$ cat config.mk
export PLATFORM = sky130hd
export DESIGN_NAME = alu_cmd_sequencer
export DESIGN_NICKNAME = d
export VERILOG_FILES = /design/src/rtl/alu_seq_pkg.sv /design/src/rtl/alu_seq_timer.sv /design/src/rtl/alu_cmd_sequencer.sv
export SDC_FILE = /design/constraint.sdc
export NUM_CORES = 1
export LEC_CHECK = 0
export ABC_AREA = 1
export BUFFER_PORTS_ARGS = -buffer_cell sky130_fd_sc_hd__buf_2
export CAP_MARGIN = 20
export CORE_MARGIN = 1
export CORE_UTILIZATION = 40
export DETAILED_ROUTE_END_ITERATION = 8
export PLACE_DENSITY = 0.7
export SETUP_SLACK_MARGIN = 0.02
export SLEW_MARGIN = 0
export SYNTH_ARGS = -nofsm -noshare
export SYNTH_HDL_FRONTEND = slang
export SYNTH_SLANG_ARGS = --single-unit
$ cat constraint.sdc
create_clock -name clk -period 2.3 [get_ports clk]
set_clock_uncertainty 0.2 [all_clocks]
set_input_delay 0.46 -clock clk [delete_from_list [all_inputs] [get_ports clk]]
set_output_delay 0.46 -clock clk [all_outputs]
set_load 0.05 [all_outputs]
$ cat src/rtl/alu_seq_pkg.sv
// Shared types and widths for the ALU command sequencer.
// Optional accumulate mode is selected by the ALU_SEQ_ACC_EN macro in the top file.
package alu_seq_pkg;

    localparam int OPND_W = 3;
    localparam int RES_W  = 4;
    localparam int OP_W   = 2;

    typedef enum logic [OP_W-1:0] {
        OP_ADD = 2'd0,
        OP_SUB = 2'd1,
        OP_AND = 2'd2,
        OP_OR  = 2'd3
    } alu_op_e;

    typedef enum logic [2:0] {
        S_OP     = 3'd0,
        S_A      = 3'd1,
        S_B      = 3'd2,
        S_EXEC   = 3'd3,
        S_RESULT = 3'd4
    } seq_state_e;

    function automatic logic is_beat_state(seq_state_e s);
        return (s == S_OP) || (s == S_A) || (s == S_B);
    endfunction

endpackage

$ cat src/rtl/alu_seq_timer.sv
// Inter-beat idle counter: expire_o fires on the idle cycle that would make the
// count reach TIMEOUT_CYCLES. TIMEOUT_CYCLES = 0 removes the counter entirely.
module alu_seq_timer #(
    parameter int unsigned TIMEOUT_CYCLES = 15
) (
    input  logic clk,
    input  logic rst_n,
    input  logic clr_i,
    input  logic en_i,
    output logic expire_o
);

    generate
        if (TIMEOUT_CYCLES == 0) begin : g_off
            logic unused_inputs;
            assign unused_inputs = ^{clk, rst_n, clr_i, en_i};
            assign expire_o      = 1'b0;
        end else begin : g_on
            localparam int unsigned CNT_W = (TIMEOUT_CYCLES < 2) ? 1 : $clog2(TIMEOUT_CYCLES);
            localparam logic [CNT_W-1:0] LAST = CNT_W'(TIMEOUT_CYCLES - 1);

            logic [CNT_W-1:0] cnt_q;
            logic [CNT_W-1:0] cnt_d;

            // Clear has priority so the parent can restart the count on the expiring cycle.
            always_comb begin
                cnt_d = cnt_q;
                if (clr_i) begin
                    cnt_d = '0;
                end else if (en_i) begin
                    cnt_d = cnt_q + 1'b1;
                end
            end

            always_ff @(posedge clk or negedge rst_n) begin
                if (!rst_n) begin
                    cnt_q <= '0;
                end else begin
                    cnt_q <= cnt_d;
                end
            end

            assign expire_o = en_i && (cnt_q == LAST);
        end
    endgenerate

endmodule

$ cat src/rtl/alu_cmd_sequencer.sv
// Serial-beat command front end for the 3-bit ALU: opcode, A, B beats in; result out
// via valid/ready. Define ALU_SEQ_ACC_EN to enable accumulate (opcode din[2] reuses last result as A).
module alu_cmd_sequencer
    import alu_seq_pkg::*;
#(
    parameter int unsigned TIMEOUT_CYCLES = 15
) (
    input  logic              clk,
    input  logic              rst_n,
    input  logic [OPND_W-1:0] din,
    input  logic              din_valid,
    output logic              din_ready,
    output logic [OP_W-1:0]   alu_op,
    output logic [OPND_W-1:0] alu_a,
    output logic [OPND_W-1:0] alu_b,
    input  logic [RES_W-1:0]  alu_z,
    output logic [RES_W-1:0]  res,
    output logic              res_valid,
    input  logic              res_ready,
    output logic              err
);

    seq_state_e        state_q, state_d;
    logic [OP_W-1:0]   op_q, op_d;
    logic [OPND_W-1:0] a_q, a_d;
    logic [OPND_W-1:0] b_q, b_d;
    logic [RES_W-1:0]  res_q, res_d;
    logic              err_q, err_d;

    logic beat;
    logic waiting;
    logic expire;

    assign din_ready = is_beat_state(state_q);
    assign beat      = din_valid && din_ready;
    assign waiting   = (state_q == S_A) || (state_q == S_B);

    // Counter runs only while waiting for an operand; any beat or abort restarts it.
    alu_seq_timer #(
        .TIMEOUT_CYCLES(TIMEOUT_CYCLES)
    ) u_timer (
        .clk     (clk),
        .rst_n   (rst_n),
        .clr_i   (!waiting || beat || expire),
        .en_i    (waiting && !beat),
        .expire_o(expire)
    );

    always_comb begin
        state_d = state_q;
        op_d    = op_q;
        a_d     = a_q;
        b_d     = b_q;
        res_d   = res_q;
        err_d   = 1'b0;
        case (state_q)
            S_OP: begin
                if (beat) begin
                    op_d    = din[OP_W-1:0];
                    state_d = S_A;
`ifdef ALU_SEQ_ACC_EN
                    if (din[2]) begin
                        a_d     = res_q[OPND_W-1:0];
                        state_d = S_B;
                    end
`endif
                end
            end
            S_A: begin
                if (beat) begin
                    a_d     = din;
                    state_d = S_B;
                end else if (expire) begin
                    err_d   = 1'b1;
                    state_d = S_OP;
                end
            end
            S_B: begin
                if (beat) begin
                    b_d     = din;
                    state_d = S_EXEC;
                end else if (expire) begin
                    err_d   = 1'b1;
                    state_d = S_OP;
                end
            end
            S_EXEC: begin
                res_d   = alu_z;
                state_d = S_RESULT;
            end
            S_RESULT: begin
                if (res_ready) begin
                    state_d = S_OP;
                end
            end
            default: state_d = S_OP;
        endcase
    end

    always_ff @(posedge clk or negedge rst_n) begin
        if (!rst_n) begin
            state_q <= S_OP;
            op_q    <= '0;
            a_q     <= '0;
            b_q     <= '0;
            res_q   <= '0;
            err_q   <= 1'b0;
        end else begin
            state_q <= state_d;
            op_q    <= op_d;
            a_q     <= a_d;
            b_q     <= b_d;
            res_q   <= res_d;
            err_q   <= err_d;
        end
    end

    assign alu_op    = op_q;
    assign alu_a     = a_q;
    assign alu_b     = b_q;
    assign res       = res_q;
    assign res_valid = (state_q == S_RESULT);
    assign err       = err_q;

endmodule
==> results.md, run 1 <==
- The nature of the critical path startpoint is a register.
- From bottom edge to top edge, the die measures 48.0 microns.
- The run finished with clean final reports.
- The die area is 2310 sq um.
- The number of failing hold endpoints at the final stage is 0.
- Before antenna repair, the detailed router went through 5 iterations.
- The total negative setup slack is 0 ps.
- The share of power burned in registers is 34.7%.
- Using the TritonRoute via totals, the vias-per-cell ratio works out to 4.88.
- The root buffer cell is clkbuf_4.
- The DRC violation total after the first TritonRoute iteration is 14.
- For this run, the number of Yosys warnings is 0.
- The I/O pin count is 26.
- The share of layout cells above drive strength 1 is 35.4%.
- The row count is 16.
- In this run, the clock network consumes 12.2% of the power.
- The arrival time of data at the critical path endpoint is 1420 ps.
- The CTS tree is yes.
- The number of buffers between clock root and the deepest sink is 2.
- The via count is 683.
- The register area share after synthesis is 59.1%.
- The total count of max-transition violations in the final report is 0.
- The first global-routing pass estimated 2700 microns of wire.
- The switching component of the power is 841 uW.
- The flop and latch count out of synthesis is 20.
- The worst path meets setup with 215 ps of slack.
- The count of maximum capacitance violations is 0.
- Headroom to the max-slew limit came out at 72.0%.
- The total standard cell area after synthesis is 847 sq um.
- Input and output buffers added on the ports amount to 25.
- For this configuration, the core starts out at a cell density of 42.7%.
- The top fanout value on the critical path is 5.
- Combinational logic burns 53.1% of the power.
- In this run, CTS created clock tree buffers numbering 3.
- The top cell type by area accounts for 59.1% of the synthesized area.
- The worst voltage drop across the vdd grid is 0.823 mV.
- The number of library cell types mapped by synthesis is 20.
- In this run the horizontal extent of the chip is 48.0 microns.
- Power comes to 1640 uW.
- The time the final worst path needs with I/O delays and setup is 2080 ps.
- Detailed placement finished with a half-perimeter wire length of 1220 microns.
- Setup repair after global routing left no endpoint under its margin.
- In this run the mean area of a mapped cell was 10.1 sq um.
- Of all cell types, the one taking the most synthesized area is dfrtp_1.
- The transition time at the pin with the least slew margin is 420 ps.
- The number of antenna violations at the first check in global routing is 0.
- The routability congestion estimate from global placement is 0.698.
- The number of enable-type register cells in the synthesized netlist is 0.
- After synthesis, the most frequently instantiated cells are dfrtp_1, nand2_1, nor2_1.
- Clock latency on the worst-skew pair, taken at its later pin, is 300 ps.
- The wire length after detailed routing is 1560 microns.
- The diode insertion count for antenna repair is 0.
- The final period utilization is 90.6%.
- The internal power consumption is 799 uW.
- The worst setup path is captured at an output port.
- When the netlist entered floorplanning its net count stood at 97.
- For the worst setup path, the data required time is 1640 ps.
- The routed length per instance is 11.1 microns.
- In the global route stage, overall resource usage came out at 17.8%.
- The number of nets in the layout is 127.
- Yosys instantiated no cell more often than dfrtp_1.
- The worst setup timing slack at the placement stage is 557 ps.
- The number of nets with antenna violations after routing is 0.
- Cells fill 52.8% of the core in the end.
- The number of global-route vias before repair is 642.
- The core region area is 1980 sq um.
- The startpoint-to-endpoint class of the critical path is register to output port.
- Summed over all layers, the global routing overflow is 0.
- The total DRC errors in the routed layout is 0.
- Dividing total power by cell area gives a power density of 1570 nW/um^2.
- The commonest register cell after synthesis is dfrtp_1.
- The share of synthesized flip-flops with an asynchronous set or reset is 100%.
- CTS built an H-tree with a depth of 1.
- After clock tree synthesis, the clock-pin slew on the worst setup and hold paths is 100 ps.
- The maximum achievable frequency is 480 MHz.
- Relative to the synthesized area, the layout overhead comes to 23.6%.
- By area the synthesized netlist is led by dfrtp_1, o21ai_0, mux2_2.
- Setup violations remaining at the end of the flow were counted as 0.
- In this run the static leakage power is 0.000541 uW.
- The kind of path behind the tightest hold check is input port to register.
- The worst hold slack is 122 ps.
- The number of instances in the synthesized netlist is 84.
- The CTS sink count is 20.
- Net switching is 51.3% of the power.
- Entering global routing, the biggest net connects 21 pins.
- The setup fix buffers added after clock tree synthesis is 0.
power groups by stage:
stage / Combinational, uW / Sequential (uW) / Clock [uW]
after CTS: 881 / 570 / 204
after floorplan: 329 / 921 / 0
after detailed placement: 880 / 574 / 0
after global routing: 948 / 590 / 221
after global placement: 860 / 565 / 0
final: 871 / 569 / 200
registers in the layout (all words and copies together), names as in the netlist:
name                cells
res                     4
u_timer.g_on.cnt_q      4
alu_a                   3
alu_b                   3
state_q                 3
alu_op                  2
err                     1
critical path: stages (launching register included):
cell and delay (ps):
dfrtp_1 440, nor2_2 230, inv_1 100, nor2_1 90, buf_2 260
stage by stage:
| step | cells | cell area [sq um] |
|---|---|---|
| 6_report | 140 | 1050 |
| 4_1_cts | 140 | 1050 |
| 2_1_floorplan | 84 | 847 |
| 3_3_place_gp | 135 | 1000 |
| 3_5_place_dp | 135 | 1000 |
| 5_1_grt | 140 | 1050 |
layer usage:
metal	GRT usage, %	vias up	share of wire, %
met3	4.53	5	3.7
li1	-	333	-
met1	20.1	328	43
met5	0	-	0
met4	10.0	0	2.7
met2	30.5	17	51
cells by family after synthesis:
| logic type | share of synthesized area (%) |
|---|---|
| XOR/XNOR | 2.07 |
| AND/OR/NAND/NOR | 17.7 |
| buffers and inverters | 5.02 |
| multiplexers | 5.32 |
| flip-flops | 59.1 |
| adder cells (fa/ha/maj) | 2.95 |
| AO/OA/AOI/OAI | 7.83 |
what timing repair did:
item	CTS	global route
gates resized for setup	0	0
hold endpoints to repair	20	0
hold buffers	1	0
worst paths after layout:
path | slack, ps | endpoint | start | depth (start not counted)
max reg2reg | 870 | state_q[0]$_DFFE_PN0P_ | u_timer.g_on.cnt_q[0]$_DFFE_PN0P_ | 7
max | 220 | res_valid | state_q[1]$_DFFE_PN0P_ | 4
max in group asynchronous | 1200 | alu_b[2]$_DFFE_PN0P_ | rst_n | 2
min reg2reg | 290 | u_timer.g_on.cnt_q[0]$_DFFE_PN0P_ | u_timer.g_on.cnt_q[0]$_DFFE_PN0P_ | 1
min | 120 | state_q[2]$_DFFE_PN0P_ | res_ready | 2
min in group asynchronous | 410 | alu_op[1]$_DFFE_PN0P_ | rst_n | 2
cell usage in the layout, fill, tap and decap left out, types with 2 or more instances in the layout:
cell / netlist / final
mux2_2: 4 / 4
nor2_1: 10 / 10
o21ai_0: 9 / 9
clkbuf_4: 0 / 3
nand3_1: 4 / 4
ha_1: 2 / 2
dfrtp_1: 20 / 20
nor2_2: 3 / 3
buf_2: 0 / 25
nand2_1: 12 / 12
inv_1: 9 / 9
final cells by class:
cell class / count / area [sq um]
multi-input cells: 53 / 304
inverters: 10 / 37.5
repair buffers: 26 / 135
well taps: 27 / 33.8
flip-flops and latches: 20 / 500
clock buffers: 4 / 36.3
fillers: 174 / 935
Note: power is estimated with default switching activity, not from simulation.
==> run 2: changes to the inputs <==
CORE_MARGIN = 2   (was 1)
CORE_UTILIZATION = 30   (was 40)
PLACE_DENSITY = 0.56   (was 0.7)
clock period = 2 ns   (was 2.3 ns; I/O delays follow)
==> results.md, run 2 (synthesized netlist as in run 1, its figures left out) <==
- The kind of end point of the critical path is an output port.
- The number of antenna violations at the first check in global routing is 0.
- The repair_antennas step left the layout with diodes totalling 0.
- The floorplan has 19 rows.
- The total count of max-transition violations in the final report is 0.
- The number of I/O port buffers is 25.
- STA puts the critical path data required time at 1400 ps.
- The worst setup timing slack at the placement stage is 322 ps.
- The source-to-sink clock delay at the later pin of the worst-skew pair is 290 ps.
- The tree is rooted in a clkbuf_4.
- The startpoint-to-endpoint class of the critical path is register to output port.
- The number of buffers between clock root and the deepest sink is 2.
- The die covers 3260 sq um.
- The wire-length estimate of the detail-placed layout is 1220 microns.
- Setup violations remaining at the end of the flow were counted as 0.
- The clock-pin slew on the worst setup and hold paths is 110 ps.
- The I/O pin count is 26.
- Summed over all cells, the static leakage comes to 0.000541 uW.
- The routed length per instance is 10.9 microns.
- The routability congestion estimate from global placement is 0.763.
- For this configuration, the core starts out at a cell density of 31.3%.
- The setup fix buffers added after clock tree synthesis is 0.
- Total power for the finished layout comes to 1890 uW.
- The wire length after detailed routing is 1570 microns.
- The arrival time of data at the critical path endpoint is 1290 ps.
- In the final timing run, aggregate negative setup slack is 0 ps.
- The core region area is 2710 sq um.
- The worst pin sits at a relative slew slack of 71.0%.
- The number of nets in the layout is 127.
- The final worst-path setup slack is 107 ps.
- Before antenna repair, the detailed router went through 3 iterations.
- The post-route netlist has 36.3% of its cells at a drive strength greater than 1.
- In this design, the stage delay of the slowest critical-path cell is 460 ps.
- The critical path's top delay family is flip-flops.
- Power spread over the standard cell area amounts to 1780 nW/um^2.
- Along the worst path, the maximum fanout reaches 5.
- The worst voltage drop across the vdd grid is 0.749 mV.
- In this run the worst hold path is classified as input port to register.
- The number of buffers inserted during clock tree synthesis is 3.
- The global-route wire length before repair is 2700 microns.
- In the routed design, unresolved DRC markers number 0.
- The maximum achievable frequency is 528 MHz.
- The number of H-tree levels is 1.
- The library cell contributing the largest single delay on the critical path is dfrtp_2.
- TritonCTS built the clock tree.
- The worst-case register-to-register setup slack is 550 ps.
- The worst setup path is launched from a register.
- Setup repair after global routing left no endpoint under its margin.
- Global routing consumed, over all layers together, 10.8% of the routing resources.
- In the layout the commonest cells are buf_2, dfrtp_1, nand2_1, nor2_1.
- The run finished with clean final reports.
- The pin count of the biggest net entering global routing is 21.
- Traced cell by cell, the critical path runs through nor2_4, inv_1, nor2_1, buf_4.
- The die span in x is 57.1 microns.
- For this run the aggregate overflow at the end of global routing stands at 0.
- The worst path in the final design needs a cycle of 1890 ps, including I/O delays and setup.
- The most frequent standard cell in the layout excluding fill and tap cells is buf_2.
- The number of global-route vias before repair is 650.
- The per-cell via count in the routed design is 4.53.
- Relative to the synthesized area, the layout overhead comes to 25.3%.
- For this block, the initial DRC count from the detailed router was 1.
- The die span in y is 57.1 microns.
- The via count is 652.
- The combined buffer and inverter count along the critical path is 2.
- The transition time at the pin with the least slew margin is 435 ps.
- The count of maximum capacitance violations is 0.
- The clock drives 20 sinks.
- The final period utilization is 94.6%.
- The number of failing hold endpoints at the final stage came to 0.
- The number of nets with antenna violations after routing is 0.
==> run 2: cell type report <==
type / instances / area, sq um
Tap cell: 31 / 38.8
Timing Repair Buffer: 26 / 138
Sequential cell: 20 / 502
Fill cell: 295 / 1650
Clock buffer: 4 / 36.3
Inverter: 10 / 37.5
Multi-Input combinational cell: 53 / 309
==> run 2: worst register-to-register path, delay by kind of cell, from the launching register on <==
family          cells  cell delay [ps]
flops               1              420
simple gates        4              340
compound gates      1              190
fa+ha+maj           1              130
buf+inv             1               70
==> run 2: per-layer routing <==
| layer | track usage [%] | routed length, microns | up-vias |
|---|---|---|---|
| met5 | 0 | 0 | - |
| met4 | 5.98 | 14 | 0 |
| met3 | 2.72 | 88 | 2 |
| met2 | 17.7 | 835 | 13 |
| met1 | 12.9 | 634 | 309 |
| li1 | - | - | 328 |
==> run 2: path summary, 6_finish.rpt <==
| check | depth (start not counted) | start | to |
|---|---|---|---|
| worst max-delay path | 4 | state_q[1]$_DFFE_PN0P_ | res_valid |
| worst min-delay path | 2 | res_ready | state_q[2]$_DFFE_PN0P_ |
| worst max register to register | 7 | u_timer.g_on.cnt_q[0]$_DFFE_PN0P_ | state_q[0]$_DFFE_PN0P_ |
| worst min register to register | 1 | u_timer.g_on.cnt_q[0]$_DFFE_PN0P_ | u_timer.g_on.cnt_q[0]$_DFFE_PN0P_ |
| max in group asynchronous | 2 | rst_n | state_q[1]$_DFFE_PN0P_ |
| min in group asynchronous | 2 | rst_n | alu_a[0]$_DFFE_PN0P_ |
==> run 2: timing repair <==
item / in CTS / in global routing
setup endpoints to repair: 1 / 1
hold buffers: 1 / 0
gates resized for setup: 2 / 1
hold endpoints to repair: 20 / 0
==> run 2: through the flow <==
stage	hold slack [ps]	cells	cell area (sq um)	utilization, %
after floorplan	-95.6	84	847	-
after global placement	167	139	1010	37.1
after detailed placement	170	139	1010	37.1
after CTS	63.7	144	1060	39.1
after global routing	58.3	144	1060	39.2
final	74.9	144	1060	39.2
==> run 2: where the power goes <==
group | switching (uW) | internal (uW)
registers | 102 | 560
logic | 745 | 256
clock network | 118 | 111
total | 964 | 927
==> run 3: changes to the inputs <==
PLACE_DENSITY = not set   (was 0.56)
PLACE_DENSITY_LB_ADDON = 0.15   (was not set)
==> results.md, run 3 (synthesized netlist as in run 1, its figures left out) <==
- The number of global-route vias before repair is 641.
- The most frequent standard cell in the layout excluding fill and tap cells is buf_2.
- The run finished with clean final reports.
- Once placement completed, the tool counted placed cells totaling 139.
- The via count is 635.
- The count of buffers added on input and output ports is 25.
- The routability congestion estimate from global placement is 0.755.
- The total overflow left after global routing is 0.
- The beginning of the worst hold path is res_ready.
- Static timing analysis puts the maximum clock frequency at 547 MHz.
- The total count of max-transition violations in the final report was 0.
- The floorplan has 19 rows.
- The total leakage power is 0.000538 uW.
- Combinational logic is responsible for 55.0% of the overall power.
- Cell internal power was estimated by the tool at 906 uW.
- Setup repair after global routing left no endpoint under its margin.
- Adding up every negative setup slack in the final design gives 0 ps.
- The die area is 3260 sq um.
- Global routing used 11.0% of the available tracks.
- The required time reported for the critical path endpoint is 1400 ps.
- Along the worst path, the maximum fanout reaches 5.
- The placed cell area is 1010 sq um.
- The source-to-sink clock delay at the later pin of the worst-skew pair is 290 ps.
- The startpoint identified for the worst register-to-register timing path is u_timer.g_on.cnt_q[0]$_DFFE_PN0P_.
- The number of buffers between clock root and the deepest sink is 2.
- Excluding fillers, the count of instances in the completed layout stands at 144.
- The wire length after detailed routing is 1570 microns.
- The filler cell count is 294.
- The number of nets with antenna violations after routing is 0.
- For this block, the initial DRC count from the detailed router was 21.
- The number of failing hold endpoints at the final stage is 0.
- The cell count of the worst hold path is 2.
- The I/O pin count is 26.
- For the worst setup path, the data arrival time is 1230 ps.
- For this design the total switching power over the nets is 960 uW.
- The delay of the slowest cell on the worst path is 460 ps.
- The share of layout cells above drive strength 1 is 37.2%.
- The relative area change from synthesis to final layout is 25.1%.
- The final period utilization is 91.4%.
- The diode insertion count for antenna repair is 0.
- The final cell utilization of the core is 39.1%.
- The effective utilization at floorplan is 31.3%.
- The pin count of the biggest net entering global routing is 21.
- The worst path in the final design needs a cycle of 1830 ps, including I/O delays and setup.
- The critical path goes through nand2_1, nand2_2, inv_1, buf_2.
- The tightest min-delay check is of the input port to register type.
- The library cell contributing the largest single delay on the critical path is dfrtp_2.
- In the routed layout, each cell is associated on average with a via count of 4.41.
- The number of nets in the layout is 128.
- Leaving out fill and tap cells, the most frequent cells in the layout are buf_2, dfrtp_1, nand2_1, nor2_1.
- CTS built an H-tree with a depth of 1.
- The root buffer cell is clkbuf_4.
- In this run the register-to-register setup slack is 590 ps.
- The iteration count of the initial detailed-routing pass is 3.
- For hold timing, the worst endpoint is state_q[2]$_DFFE_PN0P_.
- The die span in x is 57.1 microns.
- The endpoint of the most critical register-to-register path is state_q[0]$_DFFE_PN0P_.
- TritonCTS built the clock tree.
- The startpoint-to-endpoint class of the critical path is register to output port.
- The clock network fraction of total power is 9.8%.
- The clock-pin slew on the worst setup and hold paths is 110 ps.
- The total DRC errors in the routed layout is 0.
- The CTS sink count is 20.
- The setup violation total in the final timing report is 0.
- The nature of the critical path startpoint is a register.
- The finished cells cover 1060 sq um.
- Across the VDD grid, the largest voltage drop is 0.706 mV.
- STA classifies the critical path endpoint as an output port.
- At the pin with the least slew margin, the transition time is 447 ps.
- The core region area is 2710 sq um.
- The number of buffers inserted during clock tree synthesis is 3.
- The first global-routing pass estimated 2790 microns of wire.
- In this run switching power makes up 51.5% of total power.
- In this run the power density over the cells is 1760 nW/um^2.
- The die is 57.1 microns tall.
- Registers are responsible for 35.2% of the overall power.
- After detailed routing, the average wire length per cell comes to 10.9 microns.
- The number of antenna violations at the first check in global routing came to 0.
- The post-DP HPWL is 1220 microns.
- The count of maximum capacitance violations is 0.
- The number of cell instances on the worst register-to-register path is 7.
- The relative slew slack is 70.2%.
run 3: cell types whose count changed in the layout (fill, tap and decap cells not counted):
cell / before / now
dfrtp_2: 1 / 2
buf_6: 0 / 1
clkbuf_8: 1 / 0
dfrtp_1: 19 / 18
run 3: layer usage:
metal  part of all wire [%]  global-route usage [%]  up-vias
met3                    4.2                    2.95        2
met1                     46                    13.6      296
met5                      0                       0        -
li1                       -                       -      326
met2                     48                    17.4       11
met4                    1.1                    5.98        0
run 3: final cells by class:
class	instances	area [sq um]	area share, %
flip-flops and latches	20	503	47.5
multi-input cells	53	309	29.2
well taps	31	38.8	3.66
inverters	10	37.5	3.54
repair buffers	27	149	14.0
clock buffers	3	22.5	2.13
run 3: timing repair:
item / CTS / global route
endpoints found under the setup margin: 1 / 1
pin swaps: 0 / 1
endpoints found under the hold margin: 20 / 0
hold buffers: 1 / 0
buffers inserted: 0 / 1
gates resized for setup: 1 / 4
run 3: per-stage QoR:
step	total power, uW	hold WS [ps]	setup slack (ps)
floorplan	1440	-95.6	73.5
detailed placement	1670	179	322
CTS	1850	69.9	35.7
finish	1870	81.0	172
global route	2010	75.8	86.1
global placement	1650	174	353
run 3: critical path, delay by kind of cell, from the launching register on:
family                 cells  cell delay, ps
buffers and inverters      2             330
DFF                        1             460
and+or+nand+nor            2             150
run 3: worst max path at each step:
| stage | from | endpoint | slack (ps) |
|---|---|---|---|
| floorplan | state_q[1]$_DFFE_PN0P_ | res_valid | 70 |
| global placement | state_q[1]$_DFFE_PN0P_ | res_valid | 350 |
| detailed placement | state_q[1]$_DFFE_PN0P_ | res_valid | 320 |
| CTS | state_q[1]$_DFFE_PN0P_ | res_valid | 40 |
| global route | state_q[0]$_DFFE_PN0P_ | din_ready | 90 |
| finish | state_q[0]$_DFFE_PN0P_ | din_ready | 170 |
run 3: power groups by stage:
| stage | sequential [uW] | combinational (uW) | clock [uW] |
|---|---|---|---|
| final | 657 | 1030 | 182 |
| after global routing | 681 | 1110 | 212 |
| after detailed placement | 656 | 1010 | 0 |
| after CTS | 647 | 1020 | 192 |
| after floorplan | 1060 | 378 | 0 |
| after global placement | 651 | 999 | 0 |
